--- config.mk ---
export PLATFORM = sky130hd
export DESIGN_NAME = uart_rx_arbiter_flat
export DESIGN_NICKNAME = d
export VERILOG_FILES = /design/src/rtl/uart_pkg.sv /design/src/rtl/uart_rx_arbiter_if.sv /design/src/rtl/rr_arbiter.sv /design/src/rtl/uart_rx_arbiter.sv /design/src/flat_wrapper.sv
export SDC_FILE = /design/constraint.sdc
export NUM_CORES = 1
export LEC_CHECK = 0
export CAP_MARGIN = 5
export CORE_MARGIN = 2
export CORE_UTILIZATION = 30
export DETAILED_ROUTE_END_ITERATION = 8
export GPL_ROUTABILITY_DRIVEN = 0
export PLACE_DENSITY = 0.57
export SYNTH_ARGS = -nofsm -noshare
export SYNTH_HDL_FRONTEND = slang
export SYNTH_SLANG_ARGS = --single-unit
export TNS_END_PERCENT = 20
--- constraint.sdc ---
create_clock -name clk -period 4.41 [get_ports clk]
set_input_delay 1.323 -clock clk [delete_from_list [all_inputs] [get_ports clk]]
set_output_delay 1.323 -clock clk [all_outputs]
set_load 0.1 [all_outputs]
--- src/rtl/uart_pkg.sv ---
// Shared types and helpers for the UART receive arbiter slice.
package uart_pkg;

    localparam int unsigned DATA_W = 8;

    // Width of a channel index; never returns less than 1.
    function automatic int unsigned clog2(input int unsigned n);
        int unsigned w = 1;
        while ((32'd1 << w) < n) w = w + 1;
        return w;
    endfunction

    typedef enum logic {
        OUT_EMPTY = 1'b0,
        OUT_FULL  = 1'b1
    } out_state_e;

endpackage

--- src/rtl/uart_rx_arbiter_if.sv ---
// Valid/ready byte stream carrying the source channel number with each byte.
interface uart_rx_arbiter_if #(
    parameter int unsigned NUM_CH = 4,
    parameter int unsigned DATA_W = uart_pkg::DATA_W
);
    import uart_pkg::*;

    localparam int unsigned CH_W = clog2(NUM_CH);

    logic              valid;
    logic              ready;
    logic [DATA_W-1:0] data;
    logic [CH_W-1:0]   ch;

    modport master (output valid, output data, output ch, input ready);
    modport slave  (input valid, input data, input ch, output ready);

endinterface

--- src/rtl/rr_arbiter.sv ---
// Combinational round-robin pick: first request at or after ptr, ascending with wrap.
module rr_arbiter
    import uart_pkg::*;
#(
    parameter  int unsigned N  = 4,
    localparam int unsigned PW = clog2(N)
) (
    input  logic [N-1:0]  req,
    input  logic [PW-1:0] ptr,
    output logic [N-1:0]  grant_c,
    output logic [PW-1:0] grant_idx_c,
    output logic          any_c
);

    int unsigned idx;

    always_comb begin
        grant_c     = '0;
        grant_idx_c = '0;
        any_c       = 1'b0;
        idx         = 0;
        for (int unsigned k = 0; k < N; k++) begin
            idx = (32'(ptr) + k) % N;
            if (!any_c && req[idx]) begin
                any_c        = 1'b1;
                grant_c[idx] = 1'b1;
                grant_idx_c  = PW'(idx);
            end
        end
    end

endmodule

--- src/rtl/uart_rx_arbiter.sv ---
// Merges NUM_CH receiver byte streams into one tagged valid/ready port,
// with per-channel holding slots, overrun flags and a saturating drop counter.
module uart_rx_arbiter
    import uart_pkg::*;
#(
    parameter int unsigned NUM_CH = 4,
    parameter int unsigned DATA_W = uart_pkg::DATA_W,
    parameter int unsigned CNT_W  = 8
) (
    input  logic                     clk,
    input  logic                     reset,
    input  logic [NUM_CH*DATA_W-1:0] ch_data,
    input  logic [NUM_CH-1:0]        ch_done,
    input  logic [NUM_CH-1:0]        ch_en,
    input  logic [NUM_CH-1:0]        ovr_clr,
    output logic [NUM_CH-1:0]        ovr_flag,
    output logic [CNT_W-1:0]         ovr_count,
    uart_rx_arbiter_if.master        m
);

    localparam int unsigned CH_W  = clog2(NUM_CH);
    localparam int unsigned SUM_W = CNT_W + CH_W + 1;
    localparam logic [CNT_W-1:0] CNT_MAX = '1;

    out_state_e        state;
    logic [NUM_CH-1:0] hold_v;
    logic [DATA_W-1:0] hold_d [NUM_CH];
    logic [CH_W-1:0]   rr_ptr;
    logic [DATA_W-1:0] m_data_q;
    logic [CH_W-1:0]   m_ch_q;

    logic [NUM_CH-1:0] grant_c;
    logic [CH_W-1:0]   grant_idx_c;
    logic              any_c;
    logic              load_c;
    logic              grant_en_c;
    logic [NUM_CH-1:0] granted_c;
    logic [NUM_CH-1:0] cap_c;
    logic [NUM_CH-1:0] capture_c;
    logic [NUM_CH-1:0] ovr_c;
    logic [SUM_W-1:0]  ovr_sum_c;
    logic [CNT_W-1:0]  ovr_count_nx_c;

    rr_arbiter #(.N(NUM_CH)) u_rr (
        .req         (hold_v),
        .ptr         (rr_ptr),
        .grant_c     (grant_c),
        .grant_idx_c (grant_idx_c),
        .any_c       (any_c)
    );

    // Load/grant qualification, capture vs. overrun split, saturating drop sum.
    always_comb begin
        load_c     = (state == OUT_EMPTY) || m.ready;
        grant_en_c = load_c && any_c;
        granted_c  = grant_en_c ? grant_c : '0;
        cap_c      = ch_done & ch_en;
        capture_c  = cap_c & (~hold_v | granted_c);
        ovr_c      = cap_c & hold_v & ~granted_c;
        ovr_sum_c  = SUM_W'(ovr_count);
        for (int unsigned i = 0; i < NUM_CH; i++) begin
            ovr_sum_c = ovr_sum_c + SUM_W'(ovr_c[i]);
        end
        ovr_count_nx_c = (ovr_sum_c > SUM_W'(CNT_MAX)) ? CNT_MAX : CNT_W'(ovr_sum_c);
    end

    always_ff @(posedge clk or posedge reset) begin
        if (reset) begin
            state     <= OUT_EMPTY;
            hold_v    <= '0;
            rr_ptr    <= '0;
            m_data_q  <= '0;
            m_ch_q    <= '0;
            ovr_flag  <= '0;
            ovr_count <= '0;
            for (int unsigned i = 0; i < NUM_CH; i++) begin
                hold_d[i] <= '0;
            end
        end else begin
            hold_v <= (hold_v & ~granted_c) | capture_c;
            for (int unsigned i = 0; i < NUM_CH; i++) begin
                if (capture_c[i]) hold_d[i] <= ch_data[i*DATA_W +: DATA_W];
            end
            // A new overrun wins over a clear in the same cycle.
            ovr_flag  <= (ovr_flag & ~ovr_clr) | ovr_c;
            ovr_count <= ovr_count_nx_c;
            if (load_c) state <= any_c ? OUT_FULL : OUT_EMPTY;
            if (grant_en_c) begin
                m_data_q <= hold_d[grant_idx_c];
                m_ch_q   <= grant_idx_c;
                rr_ptr   <= (grant_idx_c == CH_W'(NUM_CH - 1)) ? '0 : grant_idx_c + CH_W'(1);
            end
        end
    end

    assign m.valid = (state == OUT_FULL);
    assign m.data  = m_data_q;
    assign m.ch    = m_ch_q;

endmodule

--- src/flat_wrapper.sv ---
// flat-port wrapper written by rule: the top's interface ports become plain ports
module uart_rx_arbiter_flat import uart_pkg::*;
#(
    parameter int unsigned NUM_CH = 4,
    parameter int unsigned DATA_W = uart_pkg::DATA_W,
    parameter int unsigned CNT_W  = 8
)
  (clk, reset, ch_data, ch_done, ch_en, ovr_clr, ovr_flag, ovr_count, m_valid, m_data, m_ch, m_ready);
  uart_rx_arbiter_if #(.NUM_CH(NUM_CH), .DATA_W(DATA_W)) m_i ();
  input  logic clk;
  input  logic reset;
  input  logic [NUM_CH*DATA_W-1:0] ch_data;
  input  logic [NUM_CH-1:0] ch_done;
  input  logic [NUM_CH-1:0] ch_en;
  input  logic [NUM_CH-1:0] ovr_clr;
  output logic [NUM_CH-1:0] ovr_flag;
  output logic [CNT_W-1:0] ovr_count;
  output wire logic [$bits(m_i.valid)-1:0] m_valid;
  output wire logic [$bits(m_i.data)-1:0] m_data;
  output wire logic [$bits(m_i.ch)-1:0] m_ch;
  input wire logic [$bits(m_i.ready)-1:0] m_ready;
  assign m_valid = m_i.valid;
  assign m_data = m_i.data;
  assign m_ch = m_i.ch;
  assign m_i.ready = m_ready;
  uart_rx_arbiter #(.NUM_CH(NUM_CH), .DATA_W(DATA_W), .CNT_W(CNT_W)) u_core (.clk(clk), .reset(reset), .ch_data(ch_data), .ch_done(ch_done), .ch_en(ch_en), .ovr_clr(ovr_clr), .ovr_flag(ovr_flag), .ovr_count(ovr_count), .m(m_i));
endmodule
==> run_results.csv <==
group,metric,value,unit
worst_setup_path,r2r_slack,0.31,ns
cts,cts-buffers-inserted,9,
route,drcViolationCount,0,
final_layout,areaGrowthSynthToFinish,37.6,%
grt,antenna_found_initial,0,
route,vias,2647,
route,drt_total_wl,8790,um
min_path,min_delay_path_depth,1,
job,cap_viol_max_count,0,
die,floorplan.initialDensity,30.6,%
timing,slew_violations,0,
final_layout,design.final.nets,453,
logic_synthesis,syn-mean-instance-area,11.5,um^2
cts,htree_num_levels,3,
grt,grt_max_degree,43,
die,die_w,112,um
worst_setup_path,r2r-start,"u_core.rr_ptr[1]",
cts,max-clock-path-buffers,2,
cts,clockRootBuffer,"clkbuf_16",
route,drt.antenna.violating_nets,0,
grt,globalRouteTotalUtil,14.4,%
timing,layout_min_cycle_time,4.19,ns
final_layout,most-common-layout-cells,"clkdlybuf4s50_1, dfrtp_1, nand2_1, mux2_2, buf_4",
final_layout,final.fill_count,1101,
route,drtPass1Iterations,4,
worst_setup_path,timing.critical_path.fanout_max,8,
cts,clk_transition_reported_paths,0.05,ns
timing,worst_slew_pin_slew,0.978,ns
timing,setup_viol,0,
timing,max_slew_margin,34.6,%
min_path,min_path_type,"flip-flop to flip-flop",
logic_synthesis,netlist-cell-type-count,54,
logic_synthesis,synth.net_count,364,
timing,finalHoldViolCount,0,
worst_setup_path,cp.required,4.66,ns
grt,grt_pass1_wl,14300,um
logic_synthesis,postSynthCellCount,303,
final_layout,share_of_final_layout_standard_cells_stronger_than_drive_strength_1,25.4,%
final_layout,num_antenna_cells,0,
placement,dpl.hpwl,6500,um
route,routed_wire_length_per_instance,16.3,um
timing,clock-skew-final,0.00764,ns
cts,clock_tree_from_tritoncts,"yes",
die,floorplan.rows,39,
logic_synthesis,postSynthRegisterBits,61,
grt,first_global_vias,2768,
die,design.core.area,0.0114,mm^2
min_path,worst_hold_startpoint,"u_core.hold_d[16]",
route,drt-vias-per-instance,4.90,
route,dr.first_iter.drc_count,150,
final_layout,final_common_cell,"clkdlybuf4s50_1",
logic_synthesis,number_of_flops_mapped_to_enable_cells_by_yosys,0,
logic_synthesis,dominantRegCellSynth,"dfrtp_1",
status,outcome,"complete, no violations",
die,io_pins,70,
timing,post-route-period-util,95.1,%
worst_setup_path,start_kind,"input pin",
placement,io_buffer_count,69,
worst_setup_path,critical_path_endpoint_category,"flip-flop",
cts,clk_latency,0.32,ns
logic_synthesis,synth-warning-count,0,
worst_setup_path,r2r_end,"u_core.ovr_count[6]",
logic_synthesis,post_synth_instance_area,0.00348,mm^2
grt,grt_remaining_overflow,0,
final_layout,finish.utilization,42.1,%
timing,achievable-frequency,239,MHz
die,dieHeight,112,um
worst_setup_path,timing.setup.critical_path_class,"input pin to flip-flop",
logic_synthesis,async_flop_share,100,%
logic_synthesis,seq_area_frac_synth,43.9,%
timing,rsz_0062_raised_after_global_routing,"no",
worst_setup_path,critical_path_arrival,4.45,ns
worst_setup_path,timing.reg2reg.worst_path_depth,18,
die,die-area,0.0125,mm^2
cts,cts_hold_repair.buffers,0,
min_path,hold_path_endpoint,"u_core.hold_d[16]",
cts,cts.sink_count,61,
==> cell type report <==
class / count / area [um^2] / area share [%]
well taps: 143 / 179 / 3.74
clock inverters: 7 / 73.8 / 1.54
repair buffers: 94 / 878 / 18.3
flip-flops and latches: 61 / 1530 / 31.9
clock buffers: 9 / 225 / 4.70
inverters: 13 / 53.8 / 1.12
multi-input cells: 213 / 1850 / 38.6
==> how the worst max path moves through the flow <==
stage / startpoint / endpoint / cells after the start / slack (ns)
finish: m_ready / u_core.ovr_count[6] / 16 / 0.22
global route: m_ready / u_core.ovr_count[0] / 16 / 0.02
CTS: m_ready / u_core.ovr_count[6] / 16 / 0.02
detailed placement: m_ready / u_core.ovr_count[6] / 16 / -0.35
global placement: m_ready / u_core.ovr_count[0] / 16 / -0.32
floorplan: u_core.rr_ptr[0] / u_core.ovr_count[0] / 20 / 0.02
==> critical path: stages <==
cell	delay, ns
clkdlybuf4s50_1	0.46
nand2b_4	0.12
a21boi_4	0.19
o21ai_2	0.08
nand2_1	0.09
nor2_1	0.05
ha_1	0.29
inv_2	0.05
fa_1	0.40
inv_1	0.07
ha_2	0.19
inv_2	0.04
fa_2	0.34
or4_4	0.44
a21o_4	0.25
nand2_1	0.07
==> routing by layer <==
| metal | vias to the layer above | GRT usage [%] | part of all wire, % |
|---|---|---|---|
| met4 | 0 | 3.37 | 1.1 |
| met5 | - | 0 | 0 |
| met2 | 56 | 24.8 | 49 |
| li1 | 1262 | - | - |
| met1 | 1321 | 18.7 | 46 |
| met3 | 8 | 2.94 | 3.2 |
==> kinds of logic after synthesis <==
kind of cell             after synthesis  share of synthesized area [%]
adder cells (fa/ha/maj)               14                           5.47
AND/OR/NAND/NOR                       78                           11.2
XOR/XNOR                              12                           3.02
flip-flops                            61                           43.9
multiplexers                          59                           20.2
AO/OA/AOI/OAI                         50                           11.9
buffers and inverters                 29                           4.35
==> Yosys cell counts (2+ instances only) <==
cell type | count | area share (%)
mux2_2 | 25 | 8.1
fa_1 | 2 | 1.2
clkbuf_1 | 5 | 0.54
or3_1 | 3 | 0.54
xor2_1 | 8 | 2.0
buf_2 | 3 | 0.43
and3_1 | 3 | 0.54
a32oi_1 | 2 | 0.50
o21ai_0 | 5 | 0.72
and2_1 | 2 | 0.36
a2bb2oi_1 | 3 | 0.76
a21oi_4 | 5 | 2.3
nand2_1 | 40 | 4.3
a21oi_1 | 7 | 1.0
mux2_4 | 8 | 3.5
buf_4 | 4 | 0.86
mux2_1 | 3 | 0.97
ha_1 | 12 | 4.3
mux2i_1 | 20 | 5.8
o221ai_1 | 8 | 2.0
nor2_1 | 7 | 0.76
o22ai_1 | 2 | 0.36
nand3_1 | 4 | 0.58
buf_6 | 3 | 0.97
nand2b_1 | 4 | 0.72
mux4_2 | 3 | 1.9
dfrtp_1 | 61 | 44
nand3b_1 | 4 | 0.86
o31ai_1 | 2 | 0.43
xnor2_1 | 4 | 1.0
nand4_1 | 3 | 0.54
a21o_1 | 3 | 0.65
o21ai_1 | 3 | 0.43
inv_1 | 12 | 1.3
==> state kept, by name, summed over array words and instances, names as in the netlist <==
register	cells
u_core.ovr_count	8
u_core.hold_v	4
u_core.rr_ptr	2
u_core.hold_d	32
u_core.ovr_flag	4
u_core.m.data	8
u_core.m.valid	1
u_core.m.ch	2
==> through the flow <==
stage / cell area [um^2] / hold slack [ns] / instances / setup TNS, ns / worst slack (ns)
4_1_cts: 4760 / 0.492 / 538 / 0 / 0.0175
6_report: 4790 / 0.489 / 540 / 0 / 0.218
3_3_place_gp: 4460 / 0.471 / 522 / -2.46 / -0.321
5_1_grt: 4790 / 0.506 / 540 / 0 / 0.0199
2_1_floorplan: 3530 / 0.457 / 303 / 0 / 0.0186
3_5_place_dp: 4460 / 0.480 / 522 / -2.75 / -0.355
==> timing repair <==
| action | 4_1_cts | 5_1_grt |
|---|---|---|
| resized for setup | 1 | 2 |
| setup endpoints to repair | 8 | 8 |
| pin swaps | 0 | 4 |
| setup buffers | 0 | 2 |
Power is left out: the tool's default activity adds up to more than one toggle a clock period on the data nets, which glitch-free logic cannot reach.
